--- src/rtl/tiger_dmem_port.sv ---
// Tiger data-memory port: one load/store per transaction on an Avalon-MM master,
// with LWL/LWR merge and sign/zero extension. Optional macro: TIGER_DMEM_MISALIGN_TRAP_EN.
module tiger_dmem_port #(
   parameter int ADDR_WIDTH = 32
) (
   input  logic                  clk,
   input  logic                  reset,
   input  logic                  req_valid,
   output logic                  req_ready,
   input  logic                  req_read,
   input  logic                  req_write,
   input  logic [1:0]            req_size,
   input  logic [1:0]            req_lr,
   input  logic                  req_zerox,
   input  logic [ADDR_WIDTH-1:0] req_addr,
   input  logic [31:0]           req_wdata,
   input  logic [31:0]           req_rtold,
   output logic                  resp_valid,
   output logic [31:0]           resp_rdata,
   output logic                  resp_err,
   output logic [ADDR_WIDTH-1:0] avm_address,
   output logic                  avm_read,
   output logic                  avm_write,
   output logic [3:0]            avm_byteenable,
   output logic [31:0]           avm_writedata,
   input  logic [31:0]           avm_readdata,
   input  logic                  avm_waitrequest,
   input  logic                  avm_readdatavalid
);

   typedef enum logic [2:0] {IDLE, BUS, RDWAIT, RESP, ERR} state_t;

   state_t      state, state_nxt;
   logic        accept, illegal, misalign, rd_cap;
   logic [1:0]  k_eff;
   logic        read_r, zerox_r;
   logic [1:0]  size_r, lr_r, k_r;
   logic [31:0] rtold_r;

   function automatic logic [3:0] byte_en(input logic [1:0] size, input logic [1:0] lr,
                                          input logic [1:0] k);
      logic [3:0] be;
      be = 4'b1111;
      if (lr == 2'b10) begin
         case (k)
            2'd0:    be = 4'b0001;
            2'd1:    be = 4'b0011;
            2'd2:    be = 4'b0111;
            default: be = 4'b1111;
         endcase
      end else if (lr == 2'b01) begin
         be = 4'b1111 << k;
      end else if (size == 2'b10) begin
         be = 4'b0001 << k;
      end else if (size == 2'b01) begin
         be = k[1] ? 4'b1100 : 4'b0011;
      end
      return be;
   endfunction

   function automatic logic [31:0] store_data(input logic [1:0] size, input logic [31:0] wdata);
      logic [31:0] d;
      case (size)
         2'b10:   d = {4{wdata[7:0]}};
         2'b01:   d = {2{wdata[15:0]}};
         default: d = wdata;
      endcase
      return d;
   endfunction

   // LWL/LWR: shift amounts are 8*(3-k) and 8*k; for a 2-bit k, 3-k is simply ~k.
   function automatic logic [31:0] load_result(input logic [31:0] mem, input logic [1:0] size,
                                               input logic [1:0] lr, input logic [1:0] k,
                                               input logic zx, input logic [31:0] rtold);
      logic [4:0]  shl, shr;
      logic [7:0]  b;
      logic [15:0] h;
      logic [31:0] r;
      shl = {~k, 3'b000};
      shr = {k, 3'b000};
      b   = 8'(mem >> shr);
      h   = k[1] ? mem[31:16] : mem[15:0];
      r   = mem;
      if (lr == 2'b10)
         r = (mem << shl) | (rtold & ~(32'hFFFF_FFFF << shl));
      else if (lr == 2'b01)
         r = (mem >> shr) | (rtold & ~(32'hFFFF_FFFF >> shr));
      else if (size == 2'b10)
         r = zx ? {24'h0, b} : {{24{b[7]}}, b};
      else if (size == 2'b01)
         r = zx ? {16'h0, h} : {{16{h[15]}}, h};
      return r;
   endfunction

   always_comb begin
      accept  = (state == IDLE) && req_valid;
      illegal = (req_read == req_write) || (req_size == 2'b11) || (req_lr == 2'b11) ||
                ((req_lr != 2'b00) && req_write);
`ifdef TIGER_DMEM_MISALIGN_TRAP_EN
      misalign = (req_lr == 2'b00) &&
                 (((req_size == 2'b01) && req_addr[0]) ||
                  ((req_size == 2'b00) && (req_addr[1:0] != 2'b00)));
`else
      misalign = 1'b0;
`endif
      // Offset bits below the access size are ignored when misalignment is not trapped.
      k_eff = req_addr[1:0];
      if (req_lr == 2'b00 && req_size == 2'b01)
         k_eff = {req_addr[1], 1'b0};
      else if (req_lr == 2'b00 && req_size == 2'b00)
         k_eff = 2'b00;
      rd_cap = read_r && avm_readdatavalid &&
               (((state == BUS) && !avm_waitrequest) || (state == RDWAIT));
   end

   always_ff @(posedge clk) begin
      if (reset) state <= IDLE;
      else       state <= state_nxt;
   end

   always_comb begin
      state_nxt = state;
      case (state)
         IDLE:    if (req_valid) state_nxt = (illegal || misalign) ? ERR : BUS;
         BUS:     if (!avm_waitrequest)
                     state_nxt = (!read_r || avm_readdatavalid) ? RESP : RDWAIT;
         RDWAIT:  if (avm_readdatavalid) state_nxt = RESP;
         RESP:    state_nxt = IDLE;
         ERR:     state_nxt = IDLE;
         default: state_nxt = IDLE;
      endcase
   end

   always_ff @(posedge clk) begin
      if (accept) begin
         read_r  <= req_read;
         zerox_r <= req_zerox;
         size_r  <= req_size;
         lr_r    <= req_lr;
         k_r     <= k_eff;
         rtold_r <= req_rtold;
      end
   end

   always_ff @(posedge clk) begin
      if (reset) begin
         req_ready      <= 1'b1;
         resp_valid     <= 1'b0;
         resp_err       <= 1'b0;
         resp_rdata     <= 32'h0;
         avm_read       <= 1'b0;
         avm_write      <= 1'b0;
         avm_byteenable <= 4'h0;
         avm_address    <= '0;
         avm_writedata  <= 32'h0;
      end else begin
         req_ready  <= (state_nxt == IDLE);
         resp_valid <= (state_nxt == RESP) || (state_nxt == ERR);
         resp_err   <= (state_nxt == ERR);
         if (accept) begin
            resp_rdata <= 32'h0;
            if (!(illegal || misalign)) begin
               avm_read       <= req_read;
               avm_write      <= req_write;
               avm_address    <= {req_addr[ADDR_WIDTH-1:2], 2'b00};
               avm_byteenable <= byte_en(req_size, req_lr, k_eff);
               avm_writedata  <= store_data(req_size, req_wdata);
            end
         end else if ((state == BUS) && !avm_waitrequest) begin
            avm_read  <= 1'b0;
            avm_write <= 1'b0;
         end
         if (rd_cap)
            resp_rdata <= load_result(avm_readdata, size_r, lr_r, k_r, zerox_r, rtold_r);
      end
   end

endmodule

--- config.mk ---
export PLATFORM = sky130hd
export DESIGN_NAME = tiger_dmem_port
export DESIGN_NICKNAME = d
export VERILOG_FILES = /design/src/rtl/tiger_dmem_port.sv
export SDC_FILE = /design/constraint.sdc
export NUM_CORES = 1
export LEC_CHECK = 0
export BUFFER_PORTS_ARGS = -buffer_cell sky130_fd_sc_hd__buf_2
export CAP_MARGIN = 40
export CORE_MARGIN = 4
export CORE_UTILIZATION = 30
export CTS_CLUSTER_SIZE = 40
export DETAILED_ROUTE_END_ITERATION = 8
export PLACE_DENSITY = 0.58
export SLEW_MARGIN = 20
export SYNTH_ARGS = -nofsm -noshare
export SYNTH_HDL_FRONTEND = slang
export SYNTH_SLANG_ARGS = --single-unit
--- constraint.sdc ---
create_clock -name clk -period 3.3 [get_ports clk]
set_input_delay 0.33 -clock clk [delete_from_list [all_inputs] [get_ports clk]]
set_output_delay 0.33 -clock clk [all_outputs]
set_load 0.01 [all_outputs]
---- Word level (Yosys, flattened, before mapping) ----
Cells that the tools add are included.
Widths: inputs -> output; s select.
operators by class
  $add $sub $neg .......................... 0
  multipliers ............................. 0
  div/mod/pow operators ................... 0
  $lt $le $gt $ge ......................... 0
  eq/ne operators ......................... 18
  shift-type cells ........................ 6
  muxes and demuxes ....................... 29
  bitwise logic cells ..................... 8
  reductions and logical operators ........ 25
operators by type and width
  operator               count
  $mux 32                8
  $and 32x32->32         2
  $not 32->32            2
  $or 32x32->32          2
  $pmux 32 s2            1
  $shl 32x5->32          1
  $shl 32x5->32 const A  1
  $shr 32x5->32          1
  $shr 32x5->32 const A  1
  $mux 4                 5
  $mux 16                1
  $eq 2x2->1 const B     7
  $mux 3                 4
  $pmux 4 s3             1
  $eq 2x1->1 const B     5
  $pmux 3 s3             1
  $logic_and 1x1->1      7
  $eq 3x2->1 const B     2
  $logic_not 2->1        3
  $logic_not 3->1        2
  $logic_or 1x1->1       6
  $mux 1                 6
  $reduce_bool 2->1      3
  $mux 2                 2
  10 further kinds       12
storage, ports and cells
  flip-flop bits (word level) ............. 146
  bits in latches ......................... 0
  memory bits (writable) .................. 0
  bits in read-only memories .............. 0
  output and inout bits ................... 105
  word-level logic and storage cells ...... 102
  memories kept ........................... 0

---- Longest topological paths before layout ----
Gate-level depths: netlist of run 1.
  depth in word-level cells ............... 9
  mapped depth ............................ 7
  depth with buffers taken out ............ 6

---- Least setup slack after synthesis of run 1 ----
OpenSTA, ideal clock, no wires.
  kind .................................... register -> register
  start ................................... register state[1]
  end ..................................... register resp_valid
  library setup time ...................... 0.058 ns
  arrival time ............................ 2.372 ns
  path slack .............................. 0.870 ns
  cell stages (with the launch flop) ...... 7
  path buffers ............................ 2
  clock period less this slack ............ 2.430 ns
  cells stage by stage .................... dfxtp_1 -> or4b_1 -> buf_2 -> clkbuf_1 -> inv_1 -> o211a_1 -> a21o_1
on the way
  longest elaborated chain between the ends .. 4
ends and longest elaborated chain
  what                                      RTL line  RTL
  start: declaration                        33        state_t state, state_nxt;
  start signal: assignment                  118       else state <= state_nxt;
  $eq 3x2->1 (tied with other cells)        123       case (state)
  $pmux 3 s3 (*)                            123
  $eq 3x2->1 or $eq 3x3->1 (tied branches)  158       resp_valid <= (state_nxt == RESP) || (state_nxt == ERR);
  $logic_or 1x1->1 (*)                      158
  end signal: assignment                    158
  end: declaration                          18        output logic resp_valid,
Every way passes the cells marked *; elsewhere a longest branch is shown, timed or not.
A chain may end at the register's enable or synchronous reset.

---- Worst setup path in the final report of run 1 ----
  start ................................... register state[1]
  end ..................................... register avm_writedata[22]
on the way
  longest elaborated chain between the ends .. 3
ends and longest elaborated chain
  what                               RTL line  RTL
  $logic_not 3->1                    96        accept = (state == IDLE) && req_valid;
  $logic_and 1x1->1                  96
  $reduce_and 2->1 (no source line)  --
  end signal: assignment             167       avm_writedata <= store_data(req_size, req_wdata);
  end: declaration                   25        output logic [31:0] avm_writedata,
Every way passes these cells.

==> results.txt, run 1 <==
The internal cell power came out at 3.32 mW. After synthesis, the cell types taking the most area are sky130_fd_sc_hd__dfxtp_1, sky130_fd_sc_hd__edfxtp_1, sky130_fd_sc_hd__a21oi_1, sky130_fd_sc_hd__mux2_2, sky130_fd_sc_hd__o21ai_0. The final worst slack is 0.908 ns. The worst setup path is captured at a register.

The clock network fraction of total power came out at 0.383. Setup repair after global routing left no endpoint under its margin. The post-placement worst setup slack came out at 0.940 ns.

The number of buffer cells added on primary ports is 242. The total count of hold-check failures in the final report is 0. The class of the most critical hold timing path is primary input to register. After detailed routing, the number of vias per cell comes to 5.59. The total of hold buffers inserted after clock tree synthesis came out at 0. The required time of the critical path came out at 3.55 ns. The die span in y came out at 173 um. The worst path buffer plus inverter count came out at 0. The CTS H-tree depth is 4.

The final layout contains routed wiring with a total length of 30000 um. The share of async-settable or async-resettable flops after synthesis is 0. The clock-pin transition on the worst setup and hold timing paths came out at 0.07 ns.

The count of nets left with antenna violations once routing finished came out at 0. The final period utilization is 0.725. Summed over all instances, the cell type with the most area after synthesis is sky130_fd_sc_hd__dfxtp_1.

The initial antenna violation count came out at 5. The run finished with clean final reports. Between clock sinks in the finished design, the worst skew comes to 0.0152 ns.

The pin slew with the least headroom to its limit came out at 0.838 ns. The area of the placeable core came out at 26800 sq um. The total count of max-transition violations in the final report is 0. After detailed routing, the average wire length per cell comes to 21.0 um. The layout net count is 1213. The aggregate global-route resource usage is 0.191. The synthesized netlist contains 59 unique library cells. The total number of placement rows came out at 60. The power share of the sequential group is 0.411. The longest clock path from root to sink contains 2 buffers. The most common cell in the netlist is sky130_fd_sc_hd__a21oi_1. Of the post-synthesis cell area, the dominant cell type holds 0.261.

The total number of vias came out at 7978. The layout filler cell count came out at 2684. The first routing iteration left 811 violations. The post-cts sizing count is 0. The power density over the cells came out at 477 nW/um^2. The via count of the first global-routing pass is 7604. The final weighted congestion of routability-driven global placement came out at 0.854.

The worst pin sits at a relative slew slack of 0.440. The switching portion of total power came out at 0.315. The total power consumption of the routed design is 4.86 mW. Ranked by instance count, the synthesized netlist is headed by sky130_fd_sc_hd__a21oi_1, sky130_fd_sc_hd__dfxtp_1, sky130_fd_sc_hd__o21ai_0, sky130_fd_sc_hd__clkbuf_1, sky130_fd_sc_hd__nand2_1. The worst setup path is of the register to register kind. The flop and latch count out of synthesis is 146. The floorplan step defined a die boundary enclosing 29900 sq um.

The clock latency at the later pin of the worst-skew pair is 0.44 ns. The number of enable flip-flop cells after synthesis came out at 40. Entering global routing, the biggest net connects 69 pins. The clock root buffer master is sky130_fd_sc_hd__clkbuf_16.

The area growth from synthesis to layout is 25.0%. The reported leakage power is 4.02 nW. The maximum fanout along the worst path came out at 11.

For this run, design rule violations remaining after detail routing come to 0. The tightest hold margin came out at 0.0799 ns. The sequential share of the synthesized area is 0.408. The critical path's largest stage delay is 0.68 ns. The number of ports placed on the die boundary is 245.

The largest individual stage delay along the critical path comes from the cell sky130_fd_sc_hd__or4b_1. The peak supply drop is 0.289 mV. Setup violations remaining at the end of the flow were counted as 0. The width of the chip came out at 173 um. The maximum achievable frequency is 418 MHz. The number of cells produced by synthesis is 882. The number of setup buffers added after CTS is 0. The final total negative setup slack came out at 0 ns. The initial utilization of the core area, before any placement, comes to 0.304. The clock buffer count from CTS is 17. The global-route wire length before repair came out at 46000 um.

Subtracting the final worst setup slack from the clock period gives 2.39 ns. The total half-perimeter wirelength after legalization and detailed placement is 20700 um. The TritonCTS clock tree is built. The most common flop cell mapped by yosys is sky130_fd_sc_hd__dfxtp_1.

The number of sinks on the clock net is 146. Data arrives at the worst endpoint at 2.65 ns. Summed over all nets, the switching power comes to 1.53 mW. The max-cap violation count came out at 0. The worst setup path is launched from a register. Traced cell by cell, the critical path runs through or4b_1 > or2_2 > nor2_1 > a311oi_1. The number of search-and-repair iterations in the first detailed-routing pass is 4. For this run, the number of Yosys warnings is 0.

Among cell families on the critical path, the largest total delay comes from simple AND/OR/NAND/NOR gates. The final global-route overflow total is 0. Summing every instance area after synthesis gives 8150 sq um. Averaged over all synthesized cells, the footprint is 9.24 sq um. The share of final-layout standard cells stronger than drive strength 1 came out at 0.339. Of the total power, combinational logic draws 0.207.
[layer usage]
metal / vias up / share of wire / routed length [um] / GRT usage
met2: 342 / 0.45 / 13400 / 0.288
met5: - / 0 / 0 / 0
met1: 3831 / 0.45 / 13600 / 0.270
met4: 0 / 0.027 / 807 / 0.0695
met3: 49 / 0.071 / 2130 / 0.0426
li1: 3756 / - / - / -
[worst paths after layout]
kind / startpoint / to / slack (ns) / cells after the start
worst max-delay path: state[1] / avm_writedata[22] / 0.91 / 4
worst min-delay path: req_rtold[18] / rtold_r[18] / 0.08 / 1
worst max register to register: state[1] / avm_writedata[22] / 0.91 / 4
worst min register to register: avm_address[10] / avm_address[10] / 0.47 / 2
[cell type report]
cell class	instances	area, sq um	share of cell area
Multi-Input combinational cell	630	4380	0.430
Sequential cell	146	3320	0.326
Timing Repair Buffer	266	1460	0.143
Clock buffer	18	429	0.0422
Tap cell	341	427	0.0419
Clock inverter	14	120	0.0118
Inverter	8	30.0	0.00295
Antenna cell	5	12.5	0.00123
[worst reg2reg max path, stage by stage (launching register included)]
cell and delay (ns):
sky130_fd_sc_hd__dfxtp_1 0.34, sky130_fd_sc_hd__or4b_1 0.68, sky130_fd_sc_hd__or2_2 0.35, sky130_fd_sc_hd__nor2_1 0.64
sky130_fd_sc_hd__a311oi_1 0.21
[logic make-up (layout without fill, tap and decap cells)]
logic type / after synthesis / in the layout / synth area share
adder cells (fa/ha/maj): 4 / 4 / 0.00614
buffers and inverters: 107 / 306 / 0.0584
XOR/XNOR: 2 / 2 / 0.00215
AND/OR/NAND/NOR: 202 / 202 / 0.127
flip-flops: 146 / 146 / 0.408
other: 1 / 7 / 0.000460
multiplexers: 67 / 67 / 0.112
AO/OA/AOI/OAI: 353 / 353 / 0.285
[cell usage in the layout (no fill, tap or decap), types with 3 or more instances in the layout]
cell type / netlist / final
sky130_fd_sc_hd__buf_2: 24 / 241
sky130_fd_sc_hd__a21oi_1: 120 / 119
sky130_fd_sc_hd__dfxtp_1: 106 / 106
sky130_fd_sc_hd__o21ai_0: 73 / 73
sky130_fd_sc_hd__nand2_1: 61 / 61
sky130_fd_sc_hd__nand3_1: 50 / 50
sky130_fd_sc_hd__edfxtp_1: 40 / 40
sky130_fd_sc_hd__mux2_2: 34 / 34
sky130_fd_sc_hd__a211oi_1: 25 / 25
sky130_fd_sc_hd__a311o_1: 24 / 24
sky130_fd_sc_hd__nand2b_1: 22 / 22
sky130_fd_sc_hd__buf_4: 3 / 20
sky130_fd_sc_hd__o2111ai_1: 18 / 18
sky130_fd_sc_hd__o22ai_1: 18 / 18
sky130_fd_sc_hd__mux2i_1: 17 / 17
sky130_fd_sc_hd__clkbuf_16: 0 / 17
sky130_fd_sc_hd__mux4_2: 16 / 16
sky130_fd_sc_hd__nor2_1: 14 / 14
sky130_fd_sc_hd__nor2b_1: 14 / 13
sky130_fd_sc_hd__a311oi_1: 12 / 12
sky130_fd_sc_hd__and2_1: 9 / 9
sky130_fd_sc_hd__a22oi_1: 9 / 9
sky130_fd_sc_hd__or3_1: 8 / 8
sky130_fd_sc_hd__a221oi_1: 8 / 8
sky130_fd_sc_hd__o211a_1: 8 / 8
sky130_fd_sc_hd__a31oi_1: 9 / 8
sky130_fd_sc_hd__inv_1: 8 / 7
sky130_fd_sc_hd__nor3_1: 7 / 7
sky130_fd_sc_hd__a2111oi_0: 7 / 7
sky130_fd_sc_hd__diode_2: 0 / 5
sky130_fd_sc_hd__a2111oi_1: 5 / 5
sky130_fd_sc_hd__inv_6: 0 / 5
sky130_fd_sc_hd__or3b_2: 4 / 4
sky130_fd_sc_hd__ha_1: 4 / 4
sky130_fd_sc_hd__nand3b_1: 3 / 3
sky130_fd_sc_hd__clkinv_4: 0 / 3
sky130_fd_sc_hd__buf_12: 0 / 3
[power by group through the flow]
stage	clock network, mW	registers [mW]	logic, mW
2_1_floorplan	0	2.03	0.625
6_report	1.86	2.00	1.00
4_1_cts	1.91	1.99	0.994
5_1_grt	1.98	2.00	1.09
3_5_place_dp	0	2.03	0.991
3_3_place_gp	0	2.03	0.982
[state kept, by name (all words and copies together) (netlist names)]
name,count
lr_r,2
read_r,1
resp_err,1
size_r,2
state,3
avm_writedata,32
resp_rdata,32
avm_read,1
avm_address,30
avm_write,1
avm_byteenable,4
k_r,2
zerox_r,1
resp_valid,1
req_ready,1
rtold_r,32
[per-stage QoR]
stage,cell area [sq um],instances,utilization
after CTS,10200,1423,0.379
after floorplan,8150,883,-
final,10200,1428,0.380
after detailed placement,9620,1391,0.359
after global placement,9570,1389,0.357
after global routing,10200,1428,0.380
Note: power is estimated with default switching activity, not from simulation.
==> run 2: changes to the inputs <==
Clock period 3.3 ns to 2.26 ns, I/O delays scaled along.
==> results.txt, run 2 (same netlist as run 1, synthesis figures left out) <==
Run status: finished, final reports clean (unchanged). The final worst slack is 0.192 ns (was 0.908 ns). The die span in y came out at 173 um (unchanged). The total power consumption of the routed design came out at 7.29 mW (was 4.86 mW). The mean routed wirelength per cell came out at 20.8 um (was 21.0 um). The final period utilization is 0.915 (was 0.725). The slowest cell on the critical path is sky130_fd_sc_hd__nor2_1 (was sky130_fd_sc_hd__or4b_1). The remaining max-slew budget at the tightest pin is 0.496 (was 0.440). The clock root buffer master is sky130_fd_sc_hd__clkbuf_16 (unchanged). The number of buffers between clock root and the deepest sink is 2 (unchanged). The number of search-and-repair iterations in the first detailed-routing pass came out at 5 (was 4). The total count of max-transition violations in the final report is 0 (unchanged). The class of the most critical hold timing path is primary input to register (unchanged). The type of element launching the critical path is a register (unchanged). The violation count after the first detailed-routing iteration is 845 (was 811). The required time of the critical path came out at 2.58 ns (was 3.55 ns). The via count of the first global-routing pass is 7661 (was 7604). The effective utilization at floorplan is 0.304 (unchanged). The final global-route overflow total is 0 (unchanged). The final weighted congestion of routability-driven global placement was 0.887 (was 0.854). The final total negative setup slack came to 0 ns (unchanged).

The power density over the cells came out at 679 nW/um^2 (was 477 nW/um^2). The number of placed instances with taps included was 1408 (was 1391). The clock skew after layout came out at 0.0114 ns (was 0.0152 ns). The aggregate routed wire length came out at 30800 um (was 30000 um). The number of setup buffers added after CTS came out at 0 (unchanged). The final critical delay including setup and external delays is 2.07 ns (was 2.39 ns). The pin slew with the least headroom to its limit is 0.753 ns (was 0.838 ns). The most frequent standard cell in the layout excluding fill and tap cells is sky130_fd_sc_hd__buf_2 (unchanged). The aggregate global-route resource usage was 0.197 (was 0.191).

The CTS H-tree depth came to 4 (unchanged). The number of sinks on the clock net is 146 (unchanged). The relative area change from synthesis to final layout is 31.7% (was 25.0%).

The post-place instance area is 9810 sq um (was 9620 sq um). Top Registers: avm_writedata x32, resp_rdata x32, rtold_r x32 (unchanged). The layout net count is 1263 (was 1213). The total count of hold-check failures in the final report came out at 0 (unchanged). List of cells traversed by the critical path: nor2b_1 > nor2_1 > buf_4 > a311oi_1 > o21a_1 (was or4b_1 > or2_2 > nor2_1 > a311oi_1). The maximum number of pins on one net before global-route repair is 69 (unchanged).

The non-filler instance count after layout came out at 1480 (was 1428). The sort of element at the end of the critical path is a register (unchanged). The width of the chip is 173 um (unchanged). The reported leakage power came out at 4.27 nW (was 4.02 nW). The kind of critical path was register to register (unchanged). The worst setup path startpoint is lr_r[0] (was state[1]).

The end of the critical path is resp_rdata[7] (was avm_writedata[22]). The capture point of the worst reg-to-reg path is resp_rdata[7] (was avm_writedata[22]). The worst endpoint data arrival time came out at 2.39 ns (was 2.65 ns).

The post-placement worst setup slack came out at 0.196 ns (was 0.940 ns). The post-route standard cell area excluding fillers came out at 10700 sq um (was 10200 sq um). Unrepaired setup endpoints after global routing: false (unchanged).

The clock buffer count from CTS came to 17 (unchanged). The layout filler cell count was 2677 (was 2684). The tightest hold margin came out at 0.0316 ns (was 0.0799 ns). The total half-perimeter wirelength after legalization and detailed placement is 21400 um (was 20700 um). The slack of the worst reg-to-reg path came out at 0.19 ns (was 0.91 ns). The maximum achievable frequency was 483 MHz (was 418 MHz). The initial antenna violation count came out at 7 (was 5). The clock latency at the later pin of the worst-skew pair is 0.44 ns (about the same).

The detailed-route vias per instance is 5.55 (was 5.59). The area enclosed by the die boundary is 29900 sq um (unchanged). The critical register-to-register path startpoint is lr_r[0] (was state[1]). The cell count of the worst reg-to-reg path came out at 5 (was 4). The critical path's largest stage delay is 0.59 ns (was 0.68 ns).

The area of the placeable core is 26800 sq um (unchanged). The peak supply drop is 0.408 mV (was 0.289 mV). The global-route wire length before repair came to 47300 um (was 46000 um). The number of buffer cells added on primary ports came out at 242 (unchanged). The clock-pin transition on the worst setup and hold timing paths was 0.07 ns (about the same). The post-layout utilization of the core came to 0.400 (was 0.380). The number of routed nets with antenna violations came out at 0 (unchanged). The share of final-layout standard cells stronger than drive strength 1 came out at 0.340 (was 0.339). The maximum fanout along the worst path is 16 (was 11). The max-cap violation count is 0 (unchanged).

Most used cells in the layout excluding fill and tap cells: sky130_fd_sc_hd__buf_2, sky130_fd_sc_hd__a21oi_1, sky130_fd_sc_hd__dfxtp_1, sky130_fd_sc_hd__o21ai_0, sky130_fd_sc_hd__nand2_1 (unchanged). The total number of placement rows is 60 (unchanged). The number of ports placed on the die boundary is 245 (unchanged). The total number of vias is 8211 (was 7978). The post-detailed-route DRC marker count is 0 (unchanged).

The count of endpoints failing setup in the final report is 0 (unchanged). The TritonCTS clock tree is built (unchanged).
run 2: where the power goes:
part / switching, mW / total (mW) / internal, mW
Combinational: 0.915 / 1.57 / 0.658
Sequential: 0.0732 / 2.90 / 2.83
Clock: 1.32 / 2.81 / 1.49
Total: 2.31 / 7.29 / 4.98
run 2: layer usage:
metal  track usage  vias to the layer above  share of wire
met5             0                        -              0
met4        0.0755                        0          0.029
met3        0.0380                       52          0.075
met2         0.292                      365           0.44
met1         0.285                     3926           0.45
li1              -                     3868              -
run 2: worst min path at each step:
| stage | start | end | slack [ns] | depth (start not counted) |
|---|---|---|---|---|
| finish | req_size[0] | size_r[0] | 0.03 | 1 |
| CTS | req_size[0] | size_r[0] | 0.02 | 1 |
| global route | req_size[0] | size_r[0] | 0.02 | 1 |
| detailed placement | req_rtold[0] | rtold_r[0] | 0.40 | 1 |
| floorplan | reset | state[1] | 0.32 | 1 |
| global placement | req_rtold[31] | rtold_r[31] | 0.40 | 1 |
run 2: timing repair:
action	4_1_cts	5_1_grt
endpoints found under the setup margin	0	1
hold endpoints to repair	33	0
resized for setup	0	1
hold buffers	33	0
run 2: layout make-up:
type / count / area (sq um) / share of cell area
flip-flops and latches: 146 / 3320 / 0.310
inverters: 8 / 33.8 / 0.00315
clock buffers: 18 / 439 / 0.0409
clock inverters: 14 / 134 / 0.0125
multi-input cells: 630 / 4380 / 0.408
diodes: 7 / 17.5 / 0.00163
well taps: 341 / 427 / 0.0398
repair buffers: 316 / 1980 / 0.184
run 2: worst max-delay path: cells and delay by family, from the launching register on:
family / cells / cell delay (ns)
simple gates: 2 / 0.77
flops: 1 / 0.47
buf+inv: 1 / 0.36
compound gates: 2 / 0.36
==> run 3: changes to the inputs <==
==> constraint.sdc (replaced) <==
create_clock -name clk -period 2.26 [get_ports clk]
set_input_delay 0.452 -clock clk [delete_from_list [all_inputs] [get_ports clk]]
set_output_delay 0.452 -clock clk [all_outputs]
set_load 0.01 [all_outputs]
==> results.txt, run 3 (same netlist as run 1, synthesis figures left out) <==
The aggregate global-route resource usage came out at 0.193 (was 0.197). The required time of the critical path was 2.56 ns (was 2.58 ns). The clock buffer count from CTS came out at 17 (unchanged). List of cells traversed by the critical path: or3b_2 > o22ai_1 > a311o_1 > a2111oi_1 (was nor2b_1 > nor2_1 > buf_4 > a311oi_1 > o21a_1). The cell count of the worst reg-to-reg path is 4 (was 5). The via count of the first global-routing pass came out at 8064 (was 7661). The kind of critical path is register to register (unchanged). The clock skew after layout is 0.0119 ns (was 0.0114 ns). The number of routed nets with antenna violations is 0 (unchanged).

The aggregate routed wire length was 30200 um (was 30800 um). Unrepaired setup endpoints after global routing: false (unchanged). The number of buffer cells added on primary ports came out at 242 (unchanged). The maximum achievable frequency came out at 478 MHz (was 483 MHz). The pin slew with the least headroom to its limit is 0.556 ns (was 0.753 ns).

The total number of vias is 8132 (was 8211). The peak supply drop came out at 0.490 mV (was 0.408 mV). The TritonCTS clock tree is built (unchanged). The global-route wire length before repair came out at 46600 um (was 47300 um). The number of sinks on the clock net was 146 (unchanged).

The critical register-to-register path startpoint is k_r[1] (was lr_r[0]). The routed length on met1 came out at 13700 um (was 13900 um). The slowest cell on the critical path was sky130_fd_sc_hd__edfxtp_1 (was sky130_fd_sc_hd__nor2_1). The area of the placeable core is 26800 sq um (unchanged). The total of hold buffers inserted after clock tree synthesis came out at 0 (was 33). The remaining max-slew budget at the tightest pin is 0.628 (was 0.496). The final global-route overflow total is 0 (unchanged). The tightest hold margin was 0.197 ns (was 0.0316 ns).

The class of the most critical hold timing path is primary input to register (unchanged). The maximum number of pins on one net before global-route repair came to 67 (was 69). The reported leakage power is 4.26 nW (was 4.27 nW). The final critical delay including setup and external delays came out at 2.09 ns (was 2.07 ns). The die span in y is 173 um (unchanged).

The number of search-and-repair iterations in the first detailed-routing pass came out at 5 (unchanged). The total count of hold-check failures in the final report was 0 (unchanged). Top Registers: avm_writedata x32, resp_rdata x32, rtold_r x32 (unchanged). The post-detailed-route DRC marker count is 0 (unchanged). The area enclosed by the die boundary is 29900 sq um (unchanged).

The met2 routed wirelength came out at 13800 um (was 13700 um). The highest routing layer actually used is met4 (unchanged). The final total negative setup slack was 0 ns (unchanged). The violation count after the first detailed-routing iteration came out at 719 (was 845). The clock root buffer master is sky130_fd_sc_hd__clkbuf_16 (unchanged). The maximum fanout along the worst path came out at 16 (unchanged). The width of the chip is 173 um (unchanged).

The max-cap violation count is 0 (unchanged). The type of element launching the critical path was a register (unchanged). The layout net count is 1247 (was 1263). The worst endpoint data arrival time is 2.39 ns (about the same).

The clock latency at the later pin of the worst-skew pair came out at 0.43 ns (was 0.44 ns). The total power consumption of the routed design is 7.48 mW (was 7.29 mW). Most used cells in the layout excluding fill and tap cells: sky130_fd_sc_hd__buf_2, sky130_fd_sc_hd__a21oi_1, sky130_fd_sc_hd__dfxtp_1, sky130_fd_sc_hd__o21ai_0, sky130_fd_sc_hd__nand2_1 (unchanged). The sort of element at the end of the critical path is a register (unchanged). The critical path's largest stage delay is 0.59 ns (about the same). The count of endpoints failing setup in the final report is 0 (unchanged).

The hold path startpoint is req_rtold[1] (was req_size[0]). The endpoint with the worst hold slack is rtold_r[1] (was size_r[0]). The total count of max-transition violations in the final report is 0 (unchanged).

The total number of placement rows is 60 (unchanged). The final period utilization came to 0.926 (was 0.915). The met3 wire length came out at 1850 um (was 2310 um).

The CTS H-tree depth is 4 (unchanged). The capture point of the worst reg-to-reg path is resp_rdata[18] (was resp_rdata[7]). The power density over the cells came out at 704 nW/um^2 (was 679 nW/um^2). The count of cells along the worst hold path came out at 1 (unchanged). The slack of the worst reg-to-reg path is 0.17 ns (was 0.19 ns). The final weighted congestion of routability-driven global placement came out at 0.873 (was 0.887). Run status: finished, final reports clean (unchanged). The initial antenna violation count came out at 9 (was 7). The effective utilization at floorplan is 0.304 (unchanged). The relative area change from synthesis to final layout is 30.4% (was 31.7%).

The clock-pin transition on the worst setup and hold timing paths is 0.07 ns (about the same). The mean routed wirelength per cell came out at 20.6 um (was 20.8 um). The number of ports placed on the die boundary came to 245 (unchanged). The post-cts sizing count was 0 (unchanged). The share of final-layout standard cells stronger than drive strength 1 was 0.360 (was 0.340).

The total half-perimeter wirelength after legalization and detailed placement is 21500 um (was 21400 um). The detailed-route vias per instance is 5.55 (about the same). The number of buffers between clock root and the deepest sink came out at 2 (unchanged).

The most frequent standard cell in the layout excluding fill and tap cells is sky130_fd_sc_hd__buf_2 (unchanged).
run 3: changes by cell type in the layout (fill, tap and decap cells not counted), sizes merged:
cell         delta
inv             -4
diode           +2
bufinv          +2
dlygate4sd3    -33
buf            +17
clkbuf          +1
run 3: power breakdown:
part	switching, mW	internal [mW]	total (mW)	leakage [nW]
registers	0.0721	2.83	2.90	1.24
clock network	1.22	1.77	2.99	0.302
logic	0.915	0.674	1.59	2.71
run 3: per-stage QoR:
stage,worst slack [ns],std cells,util,cell area [sq um]
2_1_floorplan,0.167,883,-,8150
3_3_place_gp,0.0898,1423,0.372,9960
3_5_place_dp,0.0896,1424,0.372,9960
4_1_cts,0.0533,1455,0.395,10600
5_1_grt,0.0273,1465,0.396,10600
6_report,0.166,1465,0.396,10600
run 3: worst max-delay path by stage:
stage,start,end,slack (ns),cells past startpoint
2_1_floorplan,req_valid,resp_valid,0.17,6
3_3_place_gp,k_r[1],resp_rdata[18],0.09,5
3_5_place_dp,avm_readdata[31],resp_rdata[15],0.09,6
4_1_cts,k_r[1],resp_rdata[18],0.05,5
5_1_grt,k_r[1],resp_rdata[17],0.03,4
6_report,k_r[1],resp_rdata[18],0.17,4
run 3: repair_timing:
item | CTS | global route
hold endpoints to repair | 0 | 0
setup endpoints to repair | 0 | 4
setup buffers | 0 | 1
run 3: area by class of cell:
cell class	count	area [sq um]
Sequential cell	146	3320
Multi-Input combinational cell	630	4380
Antenna cell	9	22.5
Tap cell	341	427
Fill cell	2655	16200
Clock buffer	19	475
Timing Repair Buffer	300	1820
Inverter	8	33.8
Clock inverter	12	140
run 3: worst max-delay path, delay by kind of cell (launching register included):
kind | cells | cell delay (ns)
compound gates | 3 | 0.89
flops | 1 | 0.59
simple gates | 1 | 0.48
run 3: per-layer routing:
metal / GRT usage / vias to the layer above
met1: 0.268 / 3880
met3: 0.0310 / 46
met4: 0.0891 / 0
met5: 0 / -
met2: 0.298 / 362
li1: - / 3844
